File: config.mk
export PLATFORM = sky130hd
export DESIGN_NAME = instr_fetch
export DESIGN_NICKNAME = d
export VERILOG_FILES = /design/src/rtl/instr_fetch.sv
export SDC_FILE = /design/constraint.sdc
export NUM_CORES = 1
export LEC_CHECK = 0
export CORE_MARGIN = 1.5
export CORE_UTILIZATION = 45
export DETAILED_ROUTE_END_ITERATION = 7
export PLACE_DENSITY = 0.87
export SYNTH_ARGS = -nofsm -noshare
export SYNTH_HDL_FRONTEND = slang
export SYNTH_SLANG_ARGS = --single-unit
export TNS_END_PERCENT = 50
File: constraint.sdc
create_clock -name clk -period 2.6 [get_ports clk]
set_input_delay 0.78 -clock clk [delete_from_list [all_inputs] [get_ports clk]]
set_output_delay 0.78 -clock clk [all_outputs]
set_load 0.005 [all_outputs]
File: src/rtl/instr_fetch.sv
// Instruction fetch sequencer: reads opcode (+ optional operand) bytes, issues them, then updates the PC.
// Latency: 1 FETCH cycle (+1 OPERAND cycle for two-byte opcodes) with mem_ack high, then ISSUE until ir_ack.
// Backpressure: mem_req/mem_addr are held until mem_ack arrives; ir_out/operand are held until ir_ack arrives.
// Optional build macro INSTR_FETCH_HALT_EN: opcode 0xFF halts fetch after it is acknowledged.
module instr_fetch #(
  parameter int ADDR_W = 8
) (
  input  logic              clk,
  input  logic              rst,
  output logic              mem_req,
  output logic [ADDR_W-1:0] mem_addr,
  input  logic              mem_ack,
  input  logic [7:0]        mem_data,
  output logic [7:0]        ir_out,
  output logic [7:0]        operand,
  output logic              ir_valid,
  input  logic              ir_ack,
  input  logic              z_flag,
  input  logic              ge_flag,
  output logic [ADDR_W-1:0] pc_out,
  output logic              halted
);

  localparam logic [7:0] OP_JZ   = 8'hD0;
  localparam logic [7:0] OP_JGE  = 8'hD2;
  localparam logic [7:0] OP_JMP  = 8'hD4;
  localparam logic [7:0] OP_LOAD = 8'hD6;
`ifdef INSTR_FETCH_HALT_EN
  localparam logic [7:0] OP_HALT = 8'hFF;
`endif

  typedef enum logic [2:0] {
    S_IDLE    = 3'd0,
    S_FETCH   = 3'd1,
    S_OPERAND = 3'd2,
`ifdef INSTR_FETCH_HALT_EN
    S_HALT    = 3'd4,
`endif
    S_ISSUE   = 3'd3
  } state_t;

  state_t            state_q, state_d;
  logic [ADDR_W-1:0] pc_q, pc_d;
  logic [7:0]        ir_q, ir_d;
  logic [7:0]        operand_q, operand_d;

  logic              two_byte;
  logic              take_branch;
  logic [ADDR_W-1:0] pc_inc;
  logic [ADDR_W-1:0] branch_target;

  // Decode helpers: operand-carrying opcodes, branch decision, PC candidates.
  always_comb begin
    two_byte      = (mem_data == OP_JZ) || (mem_data == OP_JGE) ||
                    (mem_data == OP_JMP) || (mem_data == OP_LOAD);
    take_branch   = (ir_q == OP_JMP) ||
                    ((ir_q == OP_JZ) && z_flag) ||
                    ((ir_q == OP_JGE) && ge_flag);
    pc_inc        = pc_q + ADDR_W'(1);
    // Target is the operand zero-extended or truncated to the PC width.
    branch_target = ADDR_W'(operand_q);
  end

  // Next-state logic: memory handshake in FETCH/OPERAND, PC resolution on ir_ack in ISSUE.
  always_comb begin
    state_d   = state_q;
    pc_d      = pc_q;
    ir_d      = ir_q;
    operand_d = operand_q;
    case (state_q)
      S_IDLE: begin
        state_d = S_FETCH;
      end
      S_FETCH: begin
        if (mem_ack) begin
          ir_d = mem_data;
          pc_d = pc_inc;
          if (two_byte) begin
            state_d = S_OPERAND;
          end else begin
            operand_d = 8'h00;
            state_d   = S_ISSUE;
          end
        end
      end
      S_OPERAND: begin
        if (mem_ack) begin
          operand_d = mem_data;
          pc_d      = pc_inc;
          state_d   = S_ISSUE;
        end
      end
      S_ISSUE: begin
        if (ir_ack) begin
          if (take_branch) begin
            pc_d = branch_target;
          end
          state_d = S_FETCH;
`ifdef INSTR_FETCH_HALT_EN
          if (ir_q == OP_HALT) begin
            state_d = S_HALT;
          end
`endif
        end
      end
`ifdef INSTR_FETCH_HALT_EN
      S_HALT: begin
        state_d = S_HALT;
      end
`endif
      default: begin
        state_d = S_IDLE;
      end
    endcase
  end

  // State and datapath registers; reset aborts any in-flight read.
  always_ff @(posedge clk or posedge rst) begin
    if (rst) begin
      state_q   <= S_IDLE;
      pc_q      <= '0;
      ir_q      <= 8'h00;
      operand_q <= 8'h00;
    end else begin
      state_q   <= state_d;
      pc_q      <= pc_d;
      ir_q      <= ir_d;
      operand_q <= operand_d;
    end
  end

  // Outputs decode directly from registered state, so mem_req and ir_valid are exclusive.
  always_comb begin
    mem_req  = (state_q == S_FETCH) || (state_q == S_OPERAND);
    mem_addr = pc_q;
    ir_valid = (state_q == S_ISSUE);
    ir_out   = ir_q;
    operand  = operand_q;
    pc_out   = pc_q;
`ifdef INSTR_FETCH_HALT_EN
    halted   = (state_q == S_HALT);
`else
    halted   = 1'b0;
`endif
  end

endmodule

==> summary.md, run 1 <==
| Metric | Value |
|---|---|
| Ys Warns | `0` |
| Critical Path End Type | `output pin` |
| Synthesized-area fraction occupied by adder cells | `3.54%` |
| Core Region | `0.00303 mm²` |
| Rel. slew slack | `66.5%` |
| Worst-path fanout max | `5` |
| Post-route setup slack | `0.103 ns` |
| Setup Slack @ Placement | `-0.0140 ns` |
| Diodes inserted | `0` |
| Die height | `59.1 µm` |
| Gr ovfl total | `0` |
| Antenna viol nets, final | `0` |
| Maximum vdd drop | `487 µV` |
| Hold Buf Count CTS | `0` |
| Post-Syn Nets | `152` |
| WP data required | `1.82 ns` |
| Clk slew on worst S/H paths | `0.15 ns` |
| Yosys reg bits | `26` |
| Clk Latency, worst-skew pair | `0.34 ns` |
| Final setup viols | `0` |
| Fin crit period | `2.50 ns` |
| Area delta synth->final | `39.1%` |
| Worst Hold Margin | `0.557 ns` |
| Worst slew pin tran | `0.497 ns` |
| Layout cells sized above 1 | `13.5%` |
| DR WL/cell | `16.2 µm` |
| Max-capacitance violation count | `0` |
| Outcome | `finished clean` |
| Syn Area/Cell | `10.6 µm²` |
| Port bufs | `47` |
| CTS Root Cell | `clkbuf_4` |
| First-pass iteration count of the detailed router | `4` |
| Max clock buf depth | `2` |
| RSZ-0062 raised after global routing | `no` |
| Total leakage power | `0.830 nW` |
| Synth Area in Simple Gates | `16.2%` |
| Number of synthesized flops with an enable pin | `0` |
| CTS tree | `built` |
| Fill count | `266` |
| Hold Crit Class | `reg -> reg` |
| Post-Syn Area | `0.00142 mm²` |
| Antenna violations before repair | `0` |
| CTS buffer count | `3` |
| DRC | `0` |
| Htree depth | `1` |
| First-pass GRT wire length | `5.75 mm` |
| Library cells used by synthesis | `42` |
| FP Rows | `20` |
| Largest family of logic cells by synthesized area | `compound AO/OA/AOI/OAI gates` |
| Nets | `197` |
| Global-route usage over all layers | `21.8%` |
| Fmax | `401 MHz` |
| WL final | `3.59 mm` |
| Synth Flop Type | `dfrtp_1` |
| Vias post-DR | `1309` |
| Largest net degree at the start of global routing | `27` |
| Routability cong. | `0.841` |
| Crit Path Category | `reg -> out` |
| Die extent in x | `59.1 µm` |
| CTS Sinks | `26` |
| Cells after Synth | `134` |
| Starting Density | `46.7%` |
| Vias in the first global route | `1238` |
| Slew Viols, Final | `0` |
| Mux contribution to synthesized area | `6.37%` |
| Dpl hpwl | `2.72 mm` |
| Die ar. | `0.00349 mm²` |
| DR iter-0 viols | `41` |
| Fraction of the yosys area taken by sequential cells | `46.0%` |
| # IOs | `49` |
| DR vias/cell | `5.90` |
| Post-CTS setup buffers | `0` |
| Hold Vio Cnt, Final | `0` |
| Compound-Gate Fraction of Synth Area | `19.5%` |
| Post-synthesis xor/xnor area fraction | `0%` |
| Ys async rst share | `100%` |
| Pwr per Cell Area | `999 mW/mm²` |
| Fin crit share | `96.0%` |
| Arr. time, crit path | `1.72 ns` |
| Startpoint types | `flop` |
| Clock Skews | `0.00386 ns` |
critical path: stages, from the launching register on:
cell and delay, ns:
dfrtp_1 0.43, inv_1 0.13, ha_4 0.24, inv_1 0.09, clkdlybuf4s50_1 0.50
power by group:
group          switching, mW  internal (mW)  total (mW)
Combinational          0.385          0.601       0.986
Sequential             0.167          0.529       0.696
Clock                  0.129          0.156       0.285
timing repair:
item / in CTS / in global routing
endpoints found under the setup margin: 0 / 1
resized for setup: 0 / 1
endpoints found under the hold margin: 0 / 0
worst paths after layout:
check                      startpoint           to  slack (ns)  depth (start not counted)
setup / recovery           state_q[0]      mem_req        0.10                          4
hold / removal             operand[1]   operand[1]        0.56                          1
setup reg to reg           state_q[0]  mem_addr[7]        0.56                          6
hold reg to reg            operand[1]   operand[1]        0.56                          1
max in group asynchronous         rst   operand[6]        1.55                          3
min in group asynchronous         rst    ir_out[2]        0.79                          3
metal layers:
layer,vias up,GRT usage [%],part of all wire [%]
met5,-,0,0
met4,0,8.44,2.1
met2,71,36.8,49
li1,579,-,-
met3,9,5.02,7.6
met1,650,27.1,41
cell usage after synthesis, types with 2 or more instances:
| master | n | area share (%) |
|---|---|---|
| inv_1 | 7 | 1.9 |
| nand3b_1 | 2 | 1.1 |
| a21oi_1 | 6 | 2.1 |
| a22o_1 | 9 | 5.6 |
| nand4_1 | 2 | 0.88 |
| and3_1 | 2 | 0.88 |
| a32o_1 | 2 | 1.4 |
| o21a_1 | 2 | 1.1 |
| buf_2 | 3 | 1.1 |
| o21ai_0 | 2 | 0.71 |
| buf_4 | 9 | 4.8 |
| nor2_1 | 9 | 2.4 |
| nand2b_1 | 2 | 0.88 |
| dfrtp_1 | 26 | 46 |
| nand3_1 | 4 | 1.4 |
| o221a_2 | 2 | 1.6 |
| ha_1 | 4 | 3.5 |
| nand2_1 | 7 | 1.9 |
| clkbuf_1 | 2 | 0.53 |
| a2bb2oi_1 | 2 | 1.2 |
| mux2_2 | 8 | 6.4 |
| nor4_1 | 2 | 0.88 |
cell type report:
cell class,count,area (µm²),area share [%]
multi-input combinational,87,661,33.6
sequential,26,651,33.1
timing repair buffer,54,523,26.6
tap,44,55.1,2.80
clock inverter,1,30.0,1.53
inverter,7,26.3,1.34
clock buffer,3,22.5,1.14
layout by cell type, fill, tap and decap left out, drive strengths merged, types with 2 or more instances in the layout:
cell type / count
nand3b: 2
a32o: 2
nor2: 9
inv: 7
buf: 7
o221a: 2
a22o: 9
nand3: 4
nor4: 2
mux2: 8
clkdlybuf4s50: 47
o21ai: 2
a2bb2oi: 2
nand2b: 2
nand4: 2
clkbuf: 3
ha: 4
o21a: 2
dfrtp: 26
a21oi: 6
and3: 2
nand2: 7
kinds of logic (layout without fill, tap and decap cells):
logic type | after synthesis | count (layout)
adder cells (fa/ha/maj) | 4 | 4
AND/OR/NAND/NOR | 39 | 39
multiplexers | 8 | 8
AO/OA/AOI/OAI | 35 | 35
other | 1 | 1
buffers and inverters | 21 | 65
flip-flops | 26 | 26
per-stage QoR:
step           instance area [µm²]  cells  total power [mW]  TNS (ns)  utilization, %
6_report                      1970    222              1.97         0            65.0
5_1_grt                       1970    222              2.10         0            65.0
3_5_place_dp                  1900    218              1.68   -0.0140            62.9
2_1_floorplan                 1420    134              1.20         0               -
4_1_cts                       1960    222              1.96         0            64.6
3_3_place_gp                  1900    218              1.64         0            62.9
sequential cells by signal, indices dropped and copies added, names as in the netlist:
| name | cells |
|---|---|
| mem_addr | 8 |
| operand | 8 |
| ir_out | 8 |
| state_q | 2 |
Power figures use the tool's default switching activity.
==> run 2: changes to the inputs <==
--- a/config.mk
+++ b/config.mk
@@ -5,6 +5,7 @@
 export SDC_FILE = /design/constraint.sdc
 export NUM_CORES = 1
 export LEC_CHECK = 0
+export CORE_ASPECT_RATIO = 0.5
 export CORE_MARGIN = 1.5
 export CORE_UTILIZATION = 45
 export DETAILED_ROUTE_END_ITERATION = 7
==> run 2 against run 1 <==
Final area barely moved. First-iteration DRC count increased to 3.7 times the previous value. Utilization rose by 0.75 points. Critical path type unchanged. Critical endpoint unchanged. Largest power group unchanged. Count of clock-buffer cells in the layout unchanged. Worst hold slack got worse by 0.025 ns. Total power rose by 2.7%. Register-to-register slack worse by 0.03 ns. Global-route usage shrank 0.77 points. Wire length fell by 4.9%.
==> summary.md, run 2 (synthesis results as in run 1) <==
| Metric | Value |
|---|---|
| Antenna violations before repair | `0` |
| Diodes inserted | `0` |
| Fill count | `214` |
| Critical Path End Type | `output pin` |
| Vias post-DR | `1248` |
| Die ar. | `0.00351 mm²` |
| CTS Sinks | `26` |
| Arr. time, crit path | `1.69 ns` |
| Global-route usage over all layers | `21.1%` |
| Met2 Use GR | `33.7%` |
| CTS tree | `built` |
| First-pass GRT wire length | `5.53 mm` |
| Hold path depth | `1` |
| Commonest cells after routing, fill and taps aside | `clkdlybuf4s50_1 (47), dfrtp_1 (26), nor2_1 (9), a22o_1 (9), mux2_2 (8)` |
| Area delta synth->final | `39.2%` |
| Core Region | `0.00300 mm²` |
| Power Total | `2.02 mW` |
| Commonest non-fill, non-tap cell in the layout | `clkdlybuf4s50_1` |
| Fin crit share | `95.1%` |
| R2r worst-path depth | `6` |
| Clk slew on worst S/H paths | `0.08 ns` |
| CTS buffer count | `3` |
| Antenna viol nets, final | `0` |
| Port bufs | `47` |
| Starting Density | `47.2%` |
| Hold Crit Class | `reg -> reg` |
| Slew Viols, Final | `0` |
| Post-CTS setup buffers | `0` |
| Vias in the first global route | `1180` |
| Routability cong. | `0.886` |
| GR peak layer | `met2` |
| DRC | `0` |
| Routing usage on met3 | `4.95%` |
| WP data required | `1.82 ns` |
| Max-capacitance violation count | `0` |
| Inst Count DP | `214` |
| Placed cell area | `0.00190 mm²` |
| Gr ovfl total | `0` |
| DR WL/cell | `15.7 µm` |
| # IOs | `49` |
| Fin crit period | `2.47 ns` |
| Hold Vio Cnt, Final | `0` |
| Maximum vdd drop | `584 µV` |
| RSZ-0062 raised after global routing | `no` |
| Final setup viols | `0` |
| Outcome | `finished clean` |
| Final instance area | `0.00197 mm²` |
| Worst-path fanout max | `4` |
| Met1 Use GR | `28.9%` |
| CTS Root Cell | `clkbuf_8` |
| Crit Path Category | `reg -> out` |
| DR iter-0 viols | `150` |
| Max clock buf depth | `2` |
| Setup slack, reg-to-reg | `0.53 ns` |
| Worst Hold Margin | `0.532 ns` |
| Nets | `197` |
| Die height | `42.7 µm` |
| Dpl hpwl | `2.62 mm` |
| Hold Buf Count CTS | `0` |
| Total leakage power | `0.839 nW` |
| Layout cells sized above 1 | `12.9%` |
| Clock Skews | `0.00770 ns` |
| Die extent in x | `82.3 µm` |
| Pwr per Cell Area | `1030 mW/mm²` |
| Fmax | `405 MHz` |
| First-pass iteration count of the detailed router | `4` |
| Htree depth | `1` |
| FP Rows | `14` |
| Clk Latency, worst-skew pair | `0.27 ns` |
| WL final | `3.41 mm` |
| DR vias/cell | `5.72` |
| Largest net degree at the start of global routing | `27` |
| Fin cells | `218` |
| Startpoint types | `flop` |
| Post-cts resize count | `0` |
## run 2: cell counts in the layout (fill, tap and decap cells not counted)
Identical to the previous run, type by type.
## run 2: power by group
group	switching [mW]	internal (mW)
Clock	0.123	0.206
Combinational	0.402	0.595
Sequential	0.165	0.530
Total	0.689	1.33
## run 2: critical path: stages (launching register included)
cell and delay, ns:
dfrtp_1 0.39, inv_1 0.07, ha_1 0.35, inv_1 0.11, clkdlybuf4s50_1 0.50
## run 2: path summary, 6_finish.rpt
kind / start / end
max in group asynchronous: rst / ir_out[2]
min in group asynchronous: rst / mem_addr[2]
min: ir_out[3] / ir_out[3]
max: state_q[0] / mem_req
max reg2reg: state_q[0] / mem_addr[7]
min reg2reg: ir_out[3] / ir_out[3]
## run 2: cell type report
cell class                 instances  area, µm²  area share, %
sequential                        26        651           33.0
inverter                           7       26.3           1.33
tap                               40       50.0           2.54
clock buffer                       3       41.3           2.10
multi-input combinational         87        648           32.9
timing repair buffer              54        523           26.6
clock inverter                     1       30.0           1.52
## run 2: per-stage QoR
stage | setup WS, ns | util, % | setup TNS (ns)
floorplan | 0.557 | - | 0
global placement | 0.0230 | 63.4 | 0
detailed placement | -0.0106 | 63.4 | -0.0106
CTS | 0.133 | 65.7 | 0
global route | 0.0379 | 65.7 | 0
finish | 0.128 | 65.7 | 0
## run 2: layer usage
layer  vias to the layer above  wire length, µm  part of all wire, %
met5                         -                0                    0
met4                         0               38                  1.1
li1                        586                -                    -
met1                       605             1540                   45
met3                         6              211                  6.2
met2                        51             1620                   48
